[src/rtl/adder_pkg.sv]
// Shared types and helpers for the pipelined adder.
//   op_t   : operation select (ADD, SUB, ADDSAT, SUBSAT)
//   is_sub : true for the subtracting operations (operand B inverted, borrow convention)
package adder_pkg;

    typedef enum logic [1:0] {
        ADD    = 2'd0,
        SUB    = 2'd1,
        ADDSAT = 2'd2,
        SUBSAT = 2'd3
    } op_t;

    function automatic logic is_sub(op_t op);
        return (op == SUB) || (op == SUBSAT);
    endfunction

endpackage

[src/rtl/adder_slice_stage.sv]
// One pipeline stage of the sliced adder: adds the lowest SLICE bits of the (pre-shifted)
// operands plus the incoming carry, and registers the sum slice, carry-out, op, valid and the
// remaining operand bits. Operands are shifted down by SLICE each stage so every stage works on
// bits [SLICE-1:0]; the partial result is shifted down and the new slice inserted at the top, so
// after the last stage slice 0 sits at the bottom. The last stage also applies saturation.
// Ports:
//   clk_i, rst_ni : clock, async active-low reset
//   en_i          : global advance; when low no register changes
//   valid_i/op_i/a_i/b_i/c_i/res_i : stage inputs (b_i already inverted for subtraction)
//   valid_o/op_o/a_o/b_o/c_o/res_o : registered stage outputs
module adder_slice_stage
    import adder_pkg::*;
#(
    parameter int unsigned SLICE      = 4,
    parameter int unsigned DATASIZE   = 8,
    parameter bit          LAST_STAGE = 1'b0
) (
    input  logic                clk_i,
    input  logic                rst_ni,
    input  logic                en_i,
    input  logic                valid_i,
    input  op_t                 op_i,
    input  logic [DATASIZE-1:0] a_i,
    input  logic [DATASIZE-1:0] b_i,
    input  logic                c_i,
    input  logic [DATASIZE-1:0] res_i,
    output logic                valid_o,
    output op_t                 op_o,
    output logic [DATASIZE-1:0] a_o,
    output logic [DATASIZE-1:0] b_o,
    output logic                c_o,
    output logic [DATASIZE-1:0] res_o
);

    logic [SLICE:0]        sum;
    logic [DATASIZE-1:0]   a_shift;
    logic [DATASIZE-1:0]   b_shift;
    logic [DATASIZE-1:0]   res_merged;
    logic [DATASIZE-1:0]   res_d;

    logic                  valid_q;
    op_t                   op_q;
    logic [DATASIZE-1:0]   a_q;
    logic [DATASIZE-1:0]   b_q;
    logic                  c_q;
    logic [DATASIZE-1:0]   res_q;

    assign sum = {1'b0, a_i[SLICE-1:0]} + {1'b0, b_i[SLICE-1:0]} + {{SLICE{1'b0}}, c_i};

    if (SLICE < DATASIZE) begin : g_merge
        // Bottom slice of res_i has already been consumed by the shift; drop it.
        logic unused_res;
        assign unused_res = ^res_i[SLICE-1:0];
        assign res_merged = {sum[SLICE-1:0], res_i[DATASIZE-1:SLICE]};
        assign a_shift    = {{SLICE{1'b0}}, a_i[DATASIZE-1:SLICE]};
        assign b_shift    = {{SLICE{1'b0}}, b_i[DATASIZE-1:SLICE]};
    end else begin : g_full
        // Single full-width stage: nothing to merge or carry forward.
        logic unused_res;
        assign unused_res = ^res_i;
        assign res_merged = sum[SLICE-1:0];
        assign a_shift    = '0;
        assign b_shift    = '0;
    end

    // Saturation uses the raw final carry; sum[SLICE] is c_N only in the last stage.
    always_comb begin
        res_d = res_merged;
        if (LAST_STAGE) begin
            if (op_i == ADDSAT && sum[SLICE]) begin
                res_d = '1;
            end else if (op_i == SUBSAT && !sum[SLICE]) begin
                res_d = '0;
            end
        end
    end

    always_ff @(posedge clk_i or negedge rst_ni) begin
        if (!rst_ni) begin
            valid_q <= 1'b0;
            op_q    <= ADD;
            a_q     <= '0;
            b_q     <= '0;
            c_q     <= 1'b0;
            res_q   <= '0;
        end else if (en_i) begin
            valid_q <= valid_i;
            op_q    <= op_i;
            a_q     <= a_shift;
            b_q     <= b_shift;
            c_q     <= sum[SLICE];
            res_q   <= res_d;
        end
    end

    assign valid_o = valid_q;
    assign op_o    = op_q;
    assign a_o     = a_q;
    assign b_o     = b_q;
    assign c_o     = c_q;
    assign res_o   = res_q;

endmodule

[src/rtl/adder_pipelined.sv]
// Pipelined add/sub with optional unsigned saturation. The operand is split into NB_STAGES
// slices and the carry ripples one slice per clock; latency is NB_STAGES cycles, throughput one
// transaction per cycle. A single global advance signal stalls the whole pipeline when the
// output is held (bubbles are not collapsed).
// Ports:
//   clk_i, rst_ni          : clock, async active-low reset
//   valid_i, ready_o       : input handshake
//   op_i, a_i, b_i         : operation and unsigned operands
//   carryin_i              : carry-in (ADD*) / borrow-in (SUB*)
//   valid_o, ready_i       : output handshake
//   result_o               : (saturated) result
//   carryout_o             : raw carry-out (ADD*) / borrow-out (SUB*)
module adder_pipelined
    import adder_pkg::*;
#(
    parameter int unsigned DATASIZE  = 8,
    parameter int unsigned NB_STAGES = 2
) (
    input  logic                clk_i,
    input  logic                rst_ni,
    input  logic                valid_i,
    output logic                ready_o,
    input  op_t                 op_i,
    input  logic [DATASIZE-1:0] a_i,
    input  logic [DATASIZE-1:0] b_i,
    input  logic                carryin_i,
    output logic                valid_o,
    input  logic                ready_i,
    output logic [DATASIZE-1:0] result_o,
    output logic                carryout_o
);

    localparam int unsigned SAFE_STAGES = (NB_STAGES == 0) ? 1 : NB_STAGES;
    localparam int unsigned SLICE       = DATASIZE / SAFE_STAGES;

    if (NB_STAGES < 1 || (DATASIZE % SAFE_STAGES) != 0) begin : g_bad_params
        $error("adder_pipelined: DATASIZE must be divisible by NB_STAGES and NB_STAGES >= 1");
    end

    // Index k holds the inputs of stage k; index NB_STAGES holds the last stage's registers.
    logic                valid_s [0:NB_STAGES];
    op_t                 op_s    [0:NB_STAGES];
    logic [DATASIZE-1:0] a_s     [0:NB_STAGES];
    logic [DATASIZE-1:0] b_s     [0:NB_STAGES];
    logic                c_s     [0:NB_STAGES];
    logic [DATASIZE-1:0] res_s   [0:NB_STAGES];

    logic adv;
    logic sub_in;

    assign adv     = ready_i || !valid_o;
    assign ready_o = adv;

    // Subtraction as a + ~b + ~borrow: carry-out 1 means no borrow.
    assign sub_in     = is_sub(op_i);
    assign valid_s[0] = valid_i;
    assign op_s[0]    = op_i;
    assign a_s[0]     = a_i;
    assign b_s[0]     = sub_in ? ~b_i : b_i;
    assign c_s[0]     = sub_in ^ carryin_i;
    assign res_s[0]   = '0;

    for (genvar k = 0; k < NB_STAGES; k++) begin : g_stage
        adder_slice_stage #(
            .SLICE      (SLICE),
            .DATASIZE   (DATASIZE),
            .LAST_STAGE (k == NB_STAGES - 1)
        ) u_stage (
            .clk_i   (clk_i),
            .rst_ni  (rst_ni),
            .en_i    (adv),
            .valid_i (valid_s[k]),
            .op_i    (op_s[k]),
            .a_i     (a_s[k]),
            .b_i     (b_s[k]),
            .c_i     (c_s[k]),
            .res_i   (res_s[k]),
            .valid_o (valid_s[k+1]),
            .op_o    (op_s[k+1]),
            .a_o     (a_s[k+1]),
            .b_o     (b_s[k+1]),
            .c_o     (c_s[k+1]),
            .res_o   (res_s[k+1])
        );
    end

    // All operand bits are consumed by the time they leave the last stage.
    logic unused_ops;
    assign unused_ops = ^{a_s[NB_STAGES], b_s[NB_STAGES]};

    assign valid_o    = valid_s[NB_STAGES];
    assign result_o   = res_s[NB_STAGES];
    assign carryout_o = is_sub(op_s[NB_STAGES]) ? ~c_s[NB_STAGES] : c_s[NB_STAGES];

endmodule
[config.mk]
export PLATFORM = sky130hd
export DESIGN_NAME = adder_pipelined
export DESIGN_NICKNAME = d
export VERILOG_FILES = /design/src/rtl/adder_pkg.sv /design/src/rtl/adder_slice_stage.sv /design/src/rtl/adder_pipelined.sv
export SDC_FILE = /design/constraint.sdc
export NUM_CORES = 1
export LEC_CHECK = 0
export CORE_MARGIN = 2
export CORE_UTILIZATION = 49
export DETAILED_ROUTE_END_ITERATION = 10
export PLACE_DENSITY = 0.77
export SLEW_MARGIN = 20
export SYNTH_ARGS = -nofsm -noshare
export SYNTH_HDL_FRONTEND = slang
export SYNTH_HIERARCHICAL = 1
export SYNTH_SLANG_ARGS = --single-unit
[constraint.sdc]
create_clock -name clk_i -period 1.85 [get_ports clk_i]
set_clock_uncertainty 0.1 [all_clocks]
set_input_delay 0.37 -clock clk_i [delete_from_list [all_inputs] [get_ports clk_i]]
set_output_delay 0.37 -clock clk_i [all_outputs]
set_load 0.01 [all_outputs]
Word level (Yosys, flattened, before mapping)

Index checks and enable logic that the tools add are counted.

$add $sub $neg: 4
Equal/unequal tests: 6
Multiplexer cells: 4
Bitwise gates (word level): 3
Reduce and logical (&&, ||, !) cells: 7

Operators with widths:

| cell                                                                   | count |
|---|---|
| 8-bit 2-to-1 mux                                                       | 3 |
| 4-bit by 4-bit adder with 5-bit output                                 | 2 |
| 5-bit by 1-bit adder with 5-bit output                                 | 2 |
| 2-bit equality test (second input constant)                            | 4 |
| 8-bit inverter                                                         | 1 |
| 2-bit by 1-bit equality test with 1-bit output (second input constant) | 2 |
| 1-bit logical OR                                                       | 3 |
| 1-bit logical AND                                                      | 2 |
| 1-bit logical NOT                                                      | 2 |
| 1-bit 2-to-1 mux                                                       | 1 |
| 1-bit inverter                                                         | 1 |
| 1-bit bitwise XOR                                                      | 1 |

Flip-flop bits (word level): 28
Output and inout bits: 11

Longest topological paths before layout

Gate-level depths: netlist (run 1).

Depth after elaboration: 6
Gate-level depth with buffers: 9
Depth with buffers taken out: 8

Hierarchy

The synthesis (run 1) kept the hierarchy.

Modules (own cells, without submodules):

| module                                  | times used | cells each | area each (um^2) | sequential area each (um^2) |
|---|---|---|---|---|
| adder_slice_stage at g_stage[1].u_stage | 1          | 94         | 1049.8           | 500.5 |
| adder_slice_stage at g_stage[0].u_stage | 1          | 73         | 985.9            | 500.5 |
| adder_pipelined                         | 1          | 13         | 108.9            | 0.0 |

Worst setup path after synthesis (run 1)

No wires, ideal clock.

Path type: reg2reg
Start: register g_stage[0].u_stage.a_q[0]
End: register g_stage[1].u_stage.res_q[0]
Arrival time: 1768 ps
Required time: 1628 ps
Path slack: -140 ps
Cell stages (with the launch flop): 10
Path buffers: 1
Cells stage by stage: dfrtp_1 -> fa_1 -> inv_1 -> fa_1 -> nand2b_1 -> a21oi_2 -> or2_1 -> buf_6 -> a21oi_1 -> o2bb2ai_1

Longest elaborated chain between the ends: 6
Elaborated cells between the ends (all ways): 7

Ends and longest elaborated chain:

| element                                  | RTL line                | source |
|---|---|---|
| start: declaration                       | adder_slice_stage.sv:43 | `logic [DATASIZE-1:0] a_q;` |
| start signal: assignment                 | adder_slice_stage.sv:89 | `a_q <= a_shift;` |
| 4-bit by 4-bit adder with 5-bit output * | adder_slice_stage.sv:48 | `assign sum = {1'b0, a_i[SLICE-1:0]} + {1'b0, b_i[SLICE-1:0]} + {{SLICE{1'b0}}, c_i};` |
| 5-bit by 1-bit adder with 5-bit output * | adder_slice_stage.sv:48 |  |
| 1-bit logical NOT                        | adder_slice_stage.sv:72 | `end else if (op_i == SUBSAT && !sum[SLICE]) begin` |
| 1-bit logical AND                        | adder_slice_stage.sv:72 |  |
| 8-bit 2-to-1 mux                         | adder_slice_stage.sv:72 |  |
| 8-bit 2-to-1 mux *                       | adder_slice_stage.sv:70 | `if (op_i == ADDSAT && sum[SLICE]) begin` |
| end signal: assignment                   | adder_slice_stage.sv:92 | `res_q <= res_d;` |
| end: declaration                         | adder_slice_stage.sv:46 | `logic [DATASIZE-1:0] res_q;` |

Mark *: on every way between the ends. The rest lies on a longest branch, timed or not.
A chain may end at the register's enable or synchronous reset.

Final worst setup path (run 1)

Start: register g_stage[0].u_stage.c_q
End: register g_stage[1].u_stage.res_q[7]

Longest elaborated chain between the ends: 5
Elaborated cells between the ends (all ways): 6

Ends and longest elaborated chain:

| element                                  | RTL line                | source |
|---|---|---|
| start: declaration                       | adder_slice_stage.sv:45 | `logic c_q;` |
| start signal: assignment                 | adder_slice_stage.sv:91 | `c_q <= sum[SLICE];` |
| 5-bit by 1-bit adder with 5-bit output * | adder_slice_stage.sv:48 |  |
| 1-bit logical NOT                        | adder_slice_stage.sv:72 |  |
| 1-bit logical AND                        | adder_slice_stage.sv:72 |  |
| 8-bit 2-to-1 mux                         | adder_slice_stage.sv:72 |  |
| 8-bit 2-to-1 mux *                       | adder_slice_stage.sv:70 |  |

Marks and branches as above.

==> run summary, run 1 <==
Top-Level Pins: 34
met3 usage: 2.165%
height of the die: 60.09 µm
vias per cell: 5.109
layout cells sized above 1: 27.84%
wire length of the first global-routing pass: 4995 µm
drt drc: 0
number of global-route vias before repair: 1178
final sum of negative setup slack: -0.9806 ns
setup slack of the critical path after layout: -0.1436 ns
Hold Vio Cnt, Final: 0
Overall Global Routing Usage: 18.08%
core outline area: 0.003028 mm²
Hold Crit Class: input port to async pin
final cell area excluding filler cells: 0.002033 mm²
Die Footprint: 0.003611 mm²
crit path launch: g_stage[0].u_stage/c_o$_DFFE_PN0P_
clock latency at the later pin of the worst-skew pair: 0.33 ns
Clock H-tree levels: 1
Worst Tran Pin Value: 0.3459 ns
number of optimization iterations in the first detailed-route pass: 4
biggest fanout along the worst timing path: 6
Synth Net Count: 168
Synth Cell Area: 0.001541 mm²
Slew Limit Fails: 0
Peak supply drop: 0.5636 mV
kind of end point of the critical path: flop
final RePlAce weighted congestion: 0.7672
Detailed Route WL: 2988 µm
DR iter-0 viols: 42
total leakage power: 0.8868 nW
placed standard-cell area: 0.001967 mm²
max_cap viols: 0
overflow left after global routing: 0
Filler cells: 240
crit path kind: flop to flop
placed wire-length estimate after detailed placement: 2331 µm
Final Cycle Share: 107.8%
global routing met2 resource utilization: 32.30%
combinational share of power: 47.4%
unrepaired setup endpoints after global routing: true
area grow syn2layout: 31.90%
number of hold buffers added after cts: 0
required time of the critical path: 1.98 ns
endpoints failing setup: 8
result of the run: finished with violations
deepest clock path buffer count: 2
final net count: 210
ant diodes: 0
number of warning messages in the yosys log: 6
number of port buffers: 33
sequential group share of total power: 40.7%
initial cell density of the core: 50.91%
violations in the final reports: setup timing
Mapped Cells: 135
reg2reg start: g_stage[0].u_stage/c_o$_DFFE_PN0P_
Internal Power: 0.001442 W
kind of start point of the critical path: flop
total net switching power: 0.0007808 W
largest net degree at the start of global routing: 28
Pwr Density: 1093 mW/mm²
switching fraction of total power: 35.12%
Mean Syn Cell Area: 11.42 µm²
residual antenna-violating net count after detailed routing: 0
TritonCTS clock tree: yes
worst slew margin relative to its limit: 76.94%
antenna violations before repair: 0
met1 global-route usage: 22.89%
routed wire length per instance: 13.58 µm
min Tclk post-route: 1.994 ns
clock-pin slew on the worst setup and hold paths: 0.15 ns
number of placement rows: 20
vias: 1124
Clock Tree Root: sky130_fd_sc_hd__clkbuf_4
global routing's busiest layer: met2
critical path arrival: 2.12 ns
share of power burned in the clock network: 11.9%
Die X-Extent: 60.09 µm
path depth of the worst reg2reg path: 8
number of CTS-inserted buffers: 3
top achievable clock speed: 0.5016 GHz
total clock sinks: 27
## per-stage QoR
stage               cells  setup slack, ns  total power, W  util (%)  hold WS, ns
floorplan             135          -0.1002        0.001496         -     -0.02559
global placement      214          -0.5346        0.001861     64.96       0.3663
detailed placement    214          -0.5988        0.001907     64.96       0.3723
CTS                   219          -0.1152        0.002214     66.90       0.3002
global route          220          -0.2090        0.002377     67.15       0.2966
finish                220          -0.1436        0.002223     67.15       0.2913
## state kept, by name, indices dropped and copies added (netlist names)
register,count
g_stage.u_stage/c_o,2
g_stage.u_stage/valid_o,2
g_stage.u_stage/b_o,4
g_stage.u_stage/op_o,3
g_stage.u_stage/res_o,12
g_stage.u_stage/a_o,4
## power groups by stage
stage	Sequential [W]	Clock (W)	Combinational, W
after CTS	0.000905	0.000267	0.00104
after detailed placement	0.000908	0	0.000999
after floorplan	0.000919	0	0.000577
after global routing	0.000929	0.000295	0.00115
final	0.000905	0.000264	0.00105
after global placement	0.000899	0	0.000962
## final timing paths
check | end | slack, ns
worst min register to register | g_stage[1].u_stage/res_o[7]$_DFFE_PN0P_ | 0.40
worst max-delay path | g_stage[1].u_stage/res_o[7]$_DFFE_PN0P_ | -0.14
worst min-delay path | g_stage[1].u_stage/res_o[4]$_DFFE_PN0P_ | 0.29
min in group clk_i | g_stage[1].u_stage/res_o[7]$_DFFE_PN0P_ | 0.40
max in group asynchronous | g_stage[0].u_stage/a_o[3]$_DFFE_PN0P_ | 1.10
worst max register to register | g_stage[1].u_stage/res_o[7]$_DFFE_PN0P_ | -0.14
## worst max-delay path: stages (launching register included)
cell	delay (ns)
sky130_fd_sc_hd__dfrtp_1	0.44
sky130_fd_sc_hd__fa_2	0.41
sky130_fd_sc_hd__inv_2	0.07
sky130_fd_sc_hd__fa_2	0.20
sky130_fd_sc_hd__nand2b_4	0.13
sky130_fd_sc_hd__a21oi_4	0.06
sky130_fd_sc_hd__or2_4	0.27
sky130_fd_sc_hd__a21oi_1	0.14
sky130_fd_sc_hd__o2bb2ai_1	0.08
## timing repair
item / 4_1_cts / 5_1_grt
buffers inserted: 1 / 1
pin swaps: 10 / 1
gates resized for setup: 17 / 3
endpoints found under the setup margin: 14 / 11
## layer usage
layer,part of all wire (%),wire length [µm]
met3,3.6,109
met2,52,1551
met5,0,0
met4,0,0
met1,44,1326
## placed cells by master, fill, tap and decap left out, types with 2 or more instances in the layout
master	instances
sky130_fd_sc_hd__dlygate4sd2_1	4
sky130_fd_sc_hd__xnor2_1	2
sky130_fd_sc_hd__o21ai_1	4
sky130_fd_sc_hd__fa_2	4
sky130_fd_sc_hd__inv_2	2
sky130_fd_sc_hd__clkbuf_4	3
sky130_fd_sc_hd__mux2_1	2
sky130_fd_sc_hd__dfrtp_1	27
sky130_fd_sc_hd__ha_1	6
sky130_fd_sc_hd__o2bb2ai_1	6
sky130_fd_sc_hd__xor2_1	9
sky130_fd_sc_hd__clkdlybuf4s50_1	28
sky130_fd_sc_hd__a21oi_1	5
sky130_fd_sc_hd__xor2_2	2
sky130_fd_sc_hd__nor2b_1	2
sky130_fd_sc_hd__inv_1	9
sky130_fd_sc_hd__a22o_1	2
sky130_fd_sc_hd__o21ai_0	4
sky130_fd_sc_hd__nor2_1	6
sky130_fd_sc_hd__a21oi_2	5
sky130_fd_sc_hd__mux2_2	13
sky130_fd_sc_hd__buf_4	12
## area by class of cell
type / count / area (µm²) / area share, %
clock buffers: 4 / 26.28 / 1.292
inverters: 12 / 45.04 / 2.215
multi-input cells: 88 / 820.8 / 40.37
flip-flops and latches: 27 / 675.6 / 33.23
well taps: 44 / 55.05 / 2.708
repair buffers: 45 / 410.4 / 20.18
(Power assumes the default switching activity.)
==> run 2: changes to the inputs <==
- CORE_MARGIN: 2 -> default
==> run summary, run 2 (synthesis gave the netlist of run 1 again) <==
number of flip-flops in the largest register: 12 (unchanged)
TritonCTS clock tree: yes
min Tclk post-route: 2.035 ns (+0.04119 ns)
reg2reg start: g_stage[0].u_stage/a_o[0]$_DFFE_PN0P_
final RePlAce weighted congestion: 0.7996 (+4.2%)
vias: 1151 (+2.4%)
slowest cell on the critical path: sky130_fd_sc_hd__dfrtp_1
hold slack final: 0.3133 ns (+0.02203 ns)
wire length of the first global-routing pass: 5292 µm (+5.9%)
Clock Tree Root: sky130_fd_sc_hd__clkbuf_4
Overall Global Routing Usage: 20.85% (+2.8 points)
kind of end point of the critical path: flop
result of the run: finished with violations
critical path arrival: 2.15 ns (+0.03 ns)
number of global-route vias before repair: 1255 (+6.5%)
Final Cycle Share: 110.0% (+2.2 points)
residual antenna-violating net count after detailed routing: 0 (unchanged)
clock-pin slew on the worst setup and hold paths: 0.14 ns (about the same)
number of CTS-inserted buffers: 3 (unchanged)
Die Footprint: 0.003374 mm² (-6.5%)
worst slew margin relative to its limit: 77.00% (about the same)
Hold Crit Class: input port to async pin
most common library cell in the layout ignoring fill and taps: sky130_fd_sc_hd__clkdlybuf4s50_1
top achievable clock speed: 0.4915 GHz (-2.0%)
violations in the final reports: setup timing
total clock sinks: 27 (unchanged)
Die X-Extent: 58.09 µm (-3.3%)
height of the die: 58.09 µm (-3.3%)
ant diodes: 0 (unchanged)
max_cap viols: 0 (unchanged)
overflow left after global routing: 0 (unchanged)
layout cells sized above 1: 33.70% (+5.9 points)
required time of the critical path: 1.96 ns (-0.02 ns)
Detailed Route WL: 3065 µm (+2.6%)
total leakage power: 0.9342 nW (+5.3%)
number of port buffers: 33 (unchanged)
Hold Vio Cnt, Final: 0 (unchanged)
crit-path most repeated cell: sky130_fd_sc_hd__fa_2
clock latency at the later pin of the worst-skew pair: 0.31 ns (-0.02 ns)
core outline area: 0.002877 mm² (-5.0%)
Peak supply drop: 0.5764 mV (+2.3%)
vias per cell: 5.093 (-0.32%)
placed wire-length estimate after detailed placement: 2391 µm (+2.6%)
unrepaired setup endpoints after global routing: true
number of placement rows: 19 (-5.0%)
Top-Level Pins: 34 (unchanged)
cell-by-cell listing of the critical path: fa_2 -> inv_2 -> fa_2 -> nand2b_4 -> a21oi_4 -> buf_6 -> nor2_4 -> o21ai_1 -> a22o_1
biggest fanout along the worst timing path: 3 (-3)
DR iter-0 viols: 24 (-43%)
area grow syn2layout: 37.99%
crit path launch: g_stage[0].u_stage/a_o[0]$_DFFE_PN0P_
Slew Limit Fails: 0 (unchanged)
crit path kind: flop to flop
pre-CTS setup slack: -0.6357 ns (-0.03688 ns)
setup slack of the critical path after layout: -0.1848 ns (-0.04119 ns)
final net count: 218 (+3.8%)
endpoints failing setup: 9 (+1)
slowest stage delay, CP: 0.44 ns (about the same)
largest net degree at the start of global routing: 28 (unchanged)
routed wire length per instance: 13.56 µm (-0.15%)
most frequent cells in the layout: 28 x sky130_fd_sc_hd__clkdlybuf4s50_1, 27 x sky130_fd_sc_hd__dfrtp_1, 19 x sky130_fd_sc_hd__buf_4, 13 x sky130_fd_sc_hd__mux2_2
initial cell density of the core: 53.59% (+2.7 points)
kind of start point of the critical path: flop
number of optimization iterations in the first detailed-route pass: 4 (unchanged)
Worst Tran Pin Value: 0.3451 ns (-0.0008733 ns)
Clock H-tree levels: 1 (unchanged)
drt drc: 0 (unchanged)
deepest clock path buffer count: 2 (unchanged)
Pwr Density: 1090 mW/mm² (-0.28%)
number of hold buffers added after cts: 0 (unchanged)
antenna violations before repair: 0 (unchanged)
==> run 2: changes by cell type in the layout (fill, tap and decap cells not counted), sizes merged <==
cell,change
buf,+8
clkdlybuf4s15,+1
clkbuf,-1
==> run 2: metal layers <==
layer | track usage (%) | vias up | part of all wire [%]
met5 | 0 | - | 0
met4 | 9.524 | 0 | 1.6
met3 | 2.679 | 6 | 3.9
met2 | 37.60 | 35 | 53
met1 | 24.63 | 555 | 42
li1 | - | 555 | -
==> run 2: worst paths after layout <==
check | to | slack (ns) | depth (start not counted)
setup / recovery | g_stage[1].u_stage/res_o[6]$_DFFE_PN0P_ | -0.18 | 9
hold / removal | g_stage[1].u_stage/res_o[3]$_DFFE_PN0P_ | 0.31 | 2
setup reg to reg | g_stage[1].u_stage/res_o[6]$_DFFE_PN0P_ | -0.18 | 9
hold reg to reg | g_stage[1].u_stage/res_o[7]$_DFFE_PN0P_ | 0.41 | 1
max in group asynchronous | g_stage[0].u_stage/b_o[1]$_DFFE_PN0P_ | 1.08 | 2
min in group clk_i | g_stage[1].u_stage/res_o[7]$_DFFE_PN0P_ | 0.41 | 1
==> run 2: area by class of cell <==
class                           instances  area [µm²]
Multi-Input combinational cell         88       847.1
Fill cell                             204       749.5
Sequential cell                        27       675.6
Inverter                               12       45.04
Timing Repair Buffer                   53       480.5
Clock buffer                            4       26.28
Tap cell                               42       52.55
==> run 2: metrics by stage <==
step           std cells  cell area (µm²)  total power [W]  util [%]  TNS, ns
2_1_floorplan        135             1583         0.001496         -  -0.5492
3_3_place_gp         219             2017         0.001887     70.12   -3.324
3_5_place_dp         219             2017         0.001946     70.12   -4.286
4_1_cts              224             2082         0.002256     72.38   -1.051
5_1_grt              226             2127         0.002486     73.95   -2.137
6_report             226             2127         0.002319     73.95   -1.440
==> run 2: critical path, delay by kind of cell, from the launching register on <==
family	cells	cell delay, ns
AOI/OAI and AO/OA	3	0.36
adders and majority gates	2	0.61
buffers and inverters	2	0.21
DFF	1	0.44
and+or+nand+nor	2	0.21
==> run 2: timing repair <==
item | CTS | global route
gates resized for setup | 21 | 9
pin swaps | 7 | 10
endpoints found under the setup margin | 14 | 10
buffers inserted | 1 | 2
==> run 2: power by group <==
group / switching, W / internal, W
logic: 0.000522 / 0.000649
clock network: 0.000163 / 0.0000842
registers: 0.000132 / 0.000769
total: 0.000817 / 0.00150
